## config.mk

```make
export PLATFORM = sky130hd
export DESIGN_NAME = spm_memory_responder
export DESIGN_NICKNAME = d
export VERILOG_FILES = /design/src/rtl/spm_pkg.sv /design/src/rtl/spm_ram.sv /design/src/rtl/spm_memory_responder.sv
export SDC_FILE = /design/constraint.sdc
export NUM_CORES = 2
export LEC_CHECK = 0
export CORE_MARGIN = 2
export CORE_UTILIZATION = 55
export CTS_CLUSTER_DIAMETER = 100
export CTS_CLUSTER_SIZE = 14
export DETAILED_ROUTE_END_ITERATION = 6
export PLACE_DENSITY = 0.71
export SETUP_SLACK_MARGIN = 0.15
export SKIP_LAST_GASP = 1
export SLEW_MARGIN = 20
export SYNTH_ARGS = -nofsm -noshare
export SYNTH_HDL_FRONTEND = slang
export SYNTH_SLANG_ARGS = --single-unit
```

## constraint.sdc

```tcl
create_clock -name clk -period 10.3 [get_ports clk]
set_input_delay 2.06 -clock clk [delete_from_list [all_inputs] [get_ports clk]]
set_output_delay 2.06 -clock clk [all_outputs]
set_load 0.01 [all_outputs]
```

## src/rtl/spm_pkg.sv

```systemverilog
// Shared definitions for the RISC SPM memory side: loader state encoding, default widths
// and the instruction opcodes used by the control unit and the bench assembler.
package spm_pkg;

  localparam int AW_DEF = 8;
  localparam int DW_DEF = 8;

  typedef enum logic [1:0] {
    ST_LOAD    = 2'd0,
    ST_RELEASE = 2'd1,
    ST_RUN     = 2'd2
  } state_e;

  // Opcodes occupy the upper nibble of an instruction byte.
  localparam logic [3:0] OP_NOP = 4'd0;
  localparam logic [3:0] OP_ADD = 4'd1;
  localparam logic [3:0] OP_SUB = 4'd2;
  localparam logic [3:0] OP_AND = 4'd3;
  localparam logic [3:0] OP_NOT = 4'd4;
  localparam logic [3:0] OP_RD  = 4'd5;
  localparam logic [3:0] OP_WR  = 4'd6;
  localparam logic [3:0] OP_BR  = 4'd7;
  localparam logic [3:0] OP_BRZ = 4'd8;

  function automatic logic [7:0] spm_instr(input logic [3:0] op, input logic [1:0] src,
                                           input logic [1:0] dest);
    return {op, src, dest};
  endfunction

endpackage

```

## src/rtl/spm_ram.sv

```systemverilog
// Program/data RAM for the SPM: one synchronous write port, one asynchronous read port.
module spm_ram #(
  parameter int AW = 8,
  parameter int DW = 8
) (
  input  logic          clk,
  input  logic          we,
  input  logic [AW-1:0] waddr,
  input  logic [DW-1:0] wdata,
  input  logic [AW-1:0] raddr,
  output logic [DW-1:0] rdata
);

  logic [DW-1:0] mem [2**AW];

  // NOTE: the array has no reset; contents survive reset so a partial boot image is retained.
  always_ff @(posedge clk) begin
    if (we) begin
      mem[waddr] <= wdata;
    end
  end

  assign rdata = mem[raddr];

endmodule

```

## src/rtl/spm_memory_responder.sv

```systemverilog
// Memory-side responder for the RISC SPM: address register, RAM, write commit and a boot
// loader that holds the CPU in reset while a program image is streamed into RAM.
module spm_memory_responder
  import spm_pkg::*;
#(
  parameter int AW            = AW_DEF,
  parameter int DW            = DW_DEF,
  parameter bit BOOT_ON_RESET = 1'b1
) (
  input  logic          clk,
  input  logic          rst,
  input  logic          load_add_r,
  input  logic [AW-1:0] addr_in,
  input  logic          write,
  input  logic [DW-1:0] data_in,
  output logic [DW-1:0] mem_word,
  output logic [AW-1:0] add_r,
  input  logic          boot_req,
  input  logic          boot_valid,
  input  logic [DW-1:0] boot_data,
  input  logic          boot_last,
  output logic          boot_ready,
  output logic          cpu_rst_n,
  output logic          boot_done,
  output logic          wr_err
);

  state_e        state_q;
  logic [AW-1:0] add_r_q;
  logic [AW-1:0] boot_ptr_q;
  logic          boot_ready_q;
  logic          cpu_rst_n_q;
  logic          boot_done_q;
  logic          wr_err_q;

  logic          boot_accept;
  logic          ram_we;
  logic [AW-1:0] ram_waddr;
  logic [DW-1:0] ram_wdata;

  // The single write port belongs to the loader in LOAD and to the CPU in RUN.
  assign boot_accept = (state_q == ST_LOAD) && boot_valid && boot_ready_q;
  assign ram_we      = boot_accept || ((state_q == ST_RUN) && write);
  assign ram_waddr   = (state_q == ST_RUN) ? add_r_q : boot_ptr_q;
  assign ram_wdata   = (state_q == ST_RUN) ? data_in : boot_data;

  spm_ram #(
    .AW(AW),
    .DW(DW)
  ) u_ram (
    .clk  (clk),
    .we   (ram_we),
    .waddr(ram_waddr),
    .wdata(ram_wdata),
    .raddr(add_r_q),
    .rdata(mem_word)
  );

  // NOTE: sequential state uses non-blocking assignments so every register samples pre-edge values.
  always_ff @(posedge clk or negedge rst) begin
    if (!rst) begin
      state_q      <= BOOT_ON_RESET ? ST_LOAD : ST_RUN;
      add_r_q      <= '0;
      boot_ptr_q   <= '0;
      boot_ready_q <= 1'b0;
      cpu_rst_n_q  <= 1'b0;
      boot_done_q  <= 1'b0;
      wr_err_q     <= 1'b0;
    end else begin
      if (write && (state_q != ST_RUN)) begin
        wr_err_q <= 1'b1;
      end
      case (state_q)
        ST_LOAD: begin
          cpu_rst_n_q  <= 1'b0;
          boot_done_q  <= 1'b0;
          boot_ready_q <= 1'b1;
          if (boot_accept) begin
            boot_ptr_q <= boot_ptr_q + 1'b1;
            // The top address always ends the image, so the pointer never wraps onto RAM[0].
            if (boot_last || (boot_ptr_q == '1)) begin
              state_q      <= ST_RELEASE;
              boot_ready_q <= 1'b0;
            end
          end
        end
        ST_RELEASE: begin
          boot_ready_q <= 1'b0;
          cpu_rst_n_q  <= 1'b1;
          boot_done_q  <= 1'b1;
          add_r_q      <= '0;
          state_q      <= ST_RUN;
        end
        ST_RUN: begin
          boot_ready_q <= 1'b0;
          cpu_rst_n_q  <= 1'b1;
          boot_done_q  <= 1'b1;
          if (load_add_r) begin
            add_r_q <= addr_in;
          end
          if (boot_req) begin
            state_q      <= ST_LOAD;
            boot_ptr_q   <= '0;
            cpu_rst_n_q  <= 1'b0;
            boot_done_q  <= 1'b0;
            boot_ready_q <= 1'b1;
          end
        end
        default: begin
          state_q <= ST_LOAD;
        end
      endcase
    end
  end

  assign add_r      = add_r_q;
  assign boot_ready = boot_ready_q;
  assign cpu_rst_n  = cpu_rst_n_q;
  assign boot_done  = boot_done_q;
  assign wr_err     = wr_err_q;

endmodule

```

; Word-level counts from Yosys, hierarchy flattened
; Memories as Yosys holds them, arrays and structs flattened.
; Cells that the tools add are included.
[totals]
register_bits = 21
mem_bits_rw = 2048
wordCells = 48
memories = 1
[mem_list]
columns = name, words, width, read_ports, rd_ports_with_merged_regs, write_ports, line
row1 = u_ram.mem, 256, 8, 1, 0, 1, spm_ram.sv:14  ; logic [DW-1:0] mem [2**AW];
[op_classes]
n_addsub = 1
eq_ne = 8
muxes = 19
reduce_logical = 13
[ops]
columns = operator, n
row1 = $mux 8, 5
row2 = $pmux 8 s2, 2
row3 = $add 8x1->8 const B, 1
row4 = $eq 8x8->1 const B, 1
row5 = $ne 2x2->1 const B, 4
row6 = $mux 1, 6
row7 = $mux 2, 3
row8 = $pmux 1 s3, 2
row9 = $pmux 2 s3, 1
row10 = $reduce_and 3->1, 2
row11 = $logic_and 1x1->1, 4
row12 = $reduce_bool 2->1, 2
row13 = $reduce_bool 3->1, 1
row14 = $eq 2x1->1 const B, 1
row15 = $eq 2x2->1 const B, 1
row16 = $logic_not 2->1, 1
row17 = $logic_or 1x1->1, 2
row18 = $ne 2x1->1 const B, 1
row19 = $reduce_and 2->1, 1

; Longest topological paths before layout
[logic_depth]
depth_word = 6
mapped_depth = 11
ltp_nobuf = 8

; By module
; Synthesis repeated with hierarchy kept, for this count alone.
[hier_totals]
cells_unflattened = 3871
area_unflattened_um2 = 80757.5
[by_module_without_submodules]
columns = module, n_inst, cells_each, area_each_um2, seq_area_each_um2
row1 = spm_ram, 1, 3725, 79396.1, 61499.0
row2 = spm_memory_responder, 1, 146, 1361.3, 525.5

; Least setup slack after synthesis
; OpenSTA, ideal clock, no wires.
[synth_path]
kind = in2reg
start = input data_in[0]
end = memory u_ram.mem[0][0], data pin
setup_ns = 0.556
arrival_time_ns = 3.892
required_time_ns = 9.744
path_slack_ns = 5.852
path_stages = 1
n_path_buf = 0
path_cell_list = mux2_2
[synth_via]
elab_chain_len = 1
[synth_rtl]
columns = element, line
row1 = start: declaration, spm_memory_responder.sv:15  ; input logic [DW-1:0] data_in,
row2 = $mux 8, spm_memory_responder.sv:45  ; assign ram_wdata = (state_q == ST_RUN) ? data_in : boot_data;
row3 = end: declaration, spm_ram.sv:14
; No other way between the ends.

; Worst setup path in the final report
[layout_path]
start = register add_r_q[0] (netlist: add_r[0])
end = output mem_word[3]
[layout_via]
elab_chain_len = 1
[layout_rtl]
columns = element, line
row1 = start: declaration, spm_memory_responder.sv:29  ; logic [AW-1:0] add_r_q;
row2 = start signal: assignment, spm_memory_responder.sv:99  ; add_r_q <= addr_in;
row3 = $mem_v2 256x8, n/a
row4 = end: declaration, spm_memory_responder.sv:16  ; output logic [DW-1:0] mem_word,
; No other way between the ends.

==> qor_table.md <==
| Quantity | Value | Unit |
|---|---|---|
| Post-layout instance area | 87600 | sq um |
| Relative max-transition margin | 19.0 | % |
| Result of the run | finished clean | - |
| Layout cell share with drive strength beyond 1 | 18.4 | % |
| Post-Route Hold Slack | 0.464 | ns |
| Number of setup buffers added after CTS | 0 | - |
| Residual overflow from global routing | 0 | - |
| Type of element capturing the critical path | primary output | - |
| Largest net degree at the start of global routing | 160 | - |
| Die footprint | 150000 | sq um |
| CTS max path bufs | 3 | - |
| Total number of vias | 39600 | - |
| Transition time of the tightest slew-check pin | 1.22 | ns |
| Most area-hungry cell type in the Yosys netlist | sky130_fd_sc_hd__edfxtp_1 | - |
| Critical path data required time | 8.24 | ns |
| Area after detailed placement | 82900 | sq um |
| Number of buffers inserted by port buffering | 50 | - |
| Weighted congestion reported at the end of routability-driven placement | 0.872 | - |
| Leakage power summed over all cells | 0.0259 | uW |
| Critical-path cell list | buf_12 > buf_12 > mux4_2 > o21ai_0 > nand4b_1 > a311oi_1 > nor4_2 > clkdlybuf4s50_1 | - |
| CTS Hold Buffers Added | 0 | - |
| Effective utilization at floorplan | 55.4 | % |
| Total chip power | 19500 | uW |
| Post-route DRC violation count | 0 | - |
| WP data arrival | 5.61 | ns |
| Total of flip-flops plus latches after synthesis | 2069 | - |
| Cell chosen for the clock root | sky130_fd_sc_hd__clkbuf_16 | - |
| Number of placement rows | 140 | - |
| Number of antenna violations at the first check in global routing | 2 | - |
| Power density relative to cell area | 223 | nW/um^2 |
| Number of nets in the layout | 3949 | - |
| Longest individual stage delay on the worst path | 0.88 | ns |
| Total number of yosys warnings | 0 | - |
| Count of pins on the block boundary | 51 | - |
| Maxcap violations | 0 | - |
| Async S/R FF share, synth | 1.01 | % |
| Core region area | 146000 | sq um |
| Setup violators final | 0 | - |
| Final Cycle Share | 74.5 | % |
| Cell count after synthesis | 3872 | - |
| Share of the yosys chip area belonging to registers | 76.8 | % |
| Setup crit start kind | flip-flop | - |
| Total negative slack | 0 | ns |
| Post-DR wirelength/cell | 32.4 | um |
| Slowest stage cell on the critical path | sky130_fd_sc_hd__a311oi_1 | - |
| Wire length of the first global-routing pass | 276000 | um |
| Clk Latency, worst-skew pair | 0.83 | ns |
| Overall Global Routing Usage | 25.5 | % |
| Share of the synthesized area in the top cell type | 76.1 | % |
| RSZ-0062 raised after global routing | no | - |
| Tightest Hold Check Type | reg2reg | - |
| Count of cells resized by post-cts repair | 0 | - |
| Final Hold Violating Endpoints | 0 | - |
| Crit path setup slack, layout | 2.63 | ns |
| Number of buffers created by CTS | 166 | - |
| Cell repeated most along the worst path | sky130_fd_sc_hd__buf_12 | - |
| Mean area per synthesized cell | 20.9 | sq um |
| Number of vias per cell | 6.73 | - |
| Layout Area Growth over Synthesis | 8.42 | % |
| Worst clock skew on the final layout | 0.0375 | ns |
| Die X | 387 | um |
| Vias in the first global route | 39100 | - |
| Total half-perimeter wirelength after legalization and detailed placement | 112000 | um |
| Crit path max fanout | 86 | - |
| Shortest period the worst path allows | 7.67 | ns |
| Most repeated cell in the gate-level netlist after synthesis | sky130_fd_sc_hd__edfxtp_1 | - |
| Clk slew on worst S/H paths | 0.07 | ns |
| Chip Height | 387 | um |
| Unique masters post-synth | 71 | - |
| Fmax achieved | 0.130 | GHz |
| Post-detailed-routing wire length | 190000 | um |
| Number of iterations in the first detailed-routing pass | 6 | - |
| Count of flip-flops with a built-in enable after synthesis | 2048 | - |
| # clock sinks | 2069 | - |
| Iteration-0 DRC Markers | 5863 | - |
| Mapped Nets | 3908 | - |
| Remaining number of nets flagged by the antenna check after routing | 0 | - |
| Top cell types by occurrence after synthesis | 2048 x sky130_fd_sc_hd__edfxtp_1, 430 x sky130_fd_sc_hd__mux4_2, 289 x sky130_fd_sc_hd__nor2_1, 146 x sky130_fd_sc_hd__a22oi_1, 137 x sky130_fd_sc_hd__mux2i_1 | - |
| Area contributors post-synth | sky130_fd_sc_hd__edfxtp_1 76%, sky130_fd_sc_hd__mux4_2 12%, sky130_fd_sc_hd__mux2i_1 1.7%, sky130_fd_sc_hd__a22oi_1 1.4%, sky130_fd_sc_hd__nor2_1 1.3% | - |
| Post-Place Setup Slack | 3.55 | ns |
| Commonest register cell after synthesis | sky130_fd_sc_hd__edfxtp_1 | - |
| Slew Viols, Final | 0 | - |
| Area of the mapped netlist | 80800 | sq um |
| Number of H-tree levels | 4 | - |
| CTS tree | done | - |
| IR drop worst, VDD | 212 | uV |
| Critical path class | reg2out | - |
## layer usage
layer | GRT usage [%] | vias to the layer above | share of wire [%]
li1 | - | 16100 | -
met1 | 37.8 | 20900 | 40
met2 | 38.6 | 2255 | 47
met3 | 5.72 | 305 | 11
met4 | 7.36 | 2 | 2.8
met5 | 0 | - | 0.0037
## layout by cell type (no fill, tap or decap), drive strengths merged, types with 3 or more instances in the layout
| master | instances |
|---|---|
| edfxtp | 2048 |
| a211o | 7 |
| nand4b | 7 |
| nor4 | 8 |
| inv | 17 |
| ha | 5 |
| or3 | 13 |
| o21ai | 62 |
| mux2 | 8 |
| clkbuf | 201 |
| nand4 | 3 |
| mux2i | 137 |
| a211oi | 24 |
| nor2b | 9 |
| a22o | 25 |
| or2 | 12 |
| nand3 | 30 |
| o32ai | 7 |
| clkinv | 7 |
| dfrtp | 21 |
| a21boi | 7 |
| buf | 59 |
| nand2b | 7 |
| nor3 | 13 |
| a31oi | 8 |
| nor2 | 290 |
| a221oi | 39 |
| o22ai | 20 |
| a21oi | 64 |
| clkdlybuf4s50 | 50 |
| and2 | 7 |
| a311oi | 15 |
| o31ai | 4 |
| a22oi | 146 |
| o221ai | 16 |
| nand2 | 101 |
| mux4 | 448 |
## flip-flops by register name (all words and copies together) (netlist names)
name	count
add_r	8
boot_done	1
boot_ptr_q	8
boot_ready	1
state_q	2
u_ram.mem	2048
wr_err	1
## worst max-delay path, delay by kind of cell, from the launching register on
family / cells / cell delay [ns]
flops: 1 / 0.78
compound gates: 2 / 1.24
simple gates: 2 / 0.44
buf+inv: 3 / 1.55
mux: 1 / 0.60
## area by class of cell
cell class / count / area (sq um)
diodes: 1 / 2.50
clock buffers: 201 / 4330
clock inverters: 17 / 277
fillers: 10100 / 58200
inverters: 9 / 33.8
multi-input cells: 1558 / 17400
flip-flops and latches: 2069 / 62000
well taps: 1917 / 2400
repair buffers: 109 / 1080
## cells by family (layout without fill, tap and decap cells)
logic type	count (synthesis)	after routing	share of synthesized area (%)
flip-flops	2069	2069	76.8
multiplexers	593	593	14.4
AND/OR/NAND/NOR	506	506	2.76
AO/OA/AOI/OAI	451	451	4.05
buffers and inverters	245	336	1.90
adder cells (fa/ha/maj)	5	5	0.0775
XOR/XNOR	3	3	0.0325
other	0	1	0
## through the flow
stage          std cells  utilization (%)
2_1_floorplan       3872                -
3_3_place_gp        5660             56.9
3_5_place_dp        5661             56.9
4_1_cts             5879             60.1
5_1_grt             5880             60.1
6_report            5881             60.1
## path summary, 6_finish.rpt
| check | startpoint | to | slack, ns | depth (start not counted) |
|---|---|---|---|---|
| max in group asynchronous | rst | add_r[0] | 8.31 | 2 |
| min in group asynchronous | rst | state_q[0] | 1.63 | 2 |
| min reg2reg | wr_err | wr_err | 0.46 | 1 |
| min | wr_err | wr_err | 0.46 | 1 |
| max | add_r[0] | mem_word[3] | 2.63 | 8 |
| max reg2reg | add_r[3] | u_ram.mem[12][5] | 5.16 | 6 |
## power breakdown
group	switching [uW]	internal, uW
clock network	2820	3010
registers	95.1	9680
logic	2540	1340
Power figures use the tool's default switching activity.
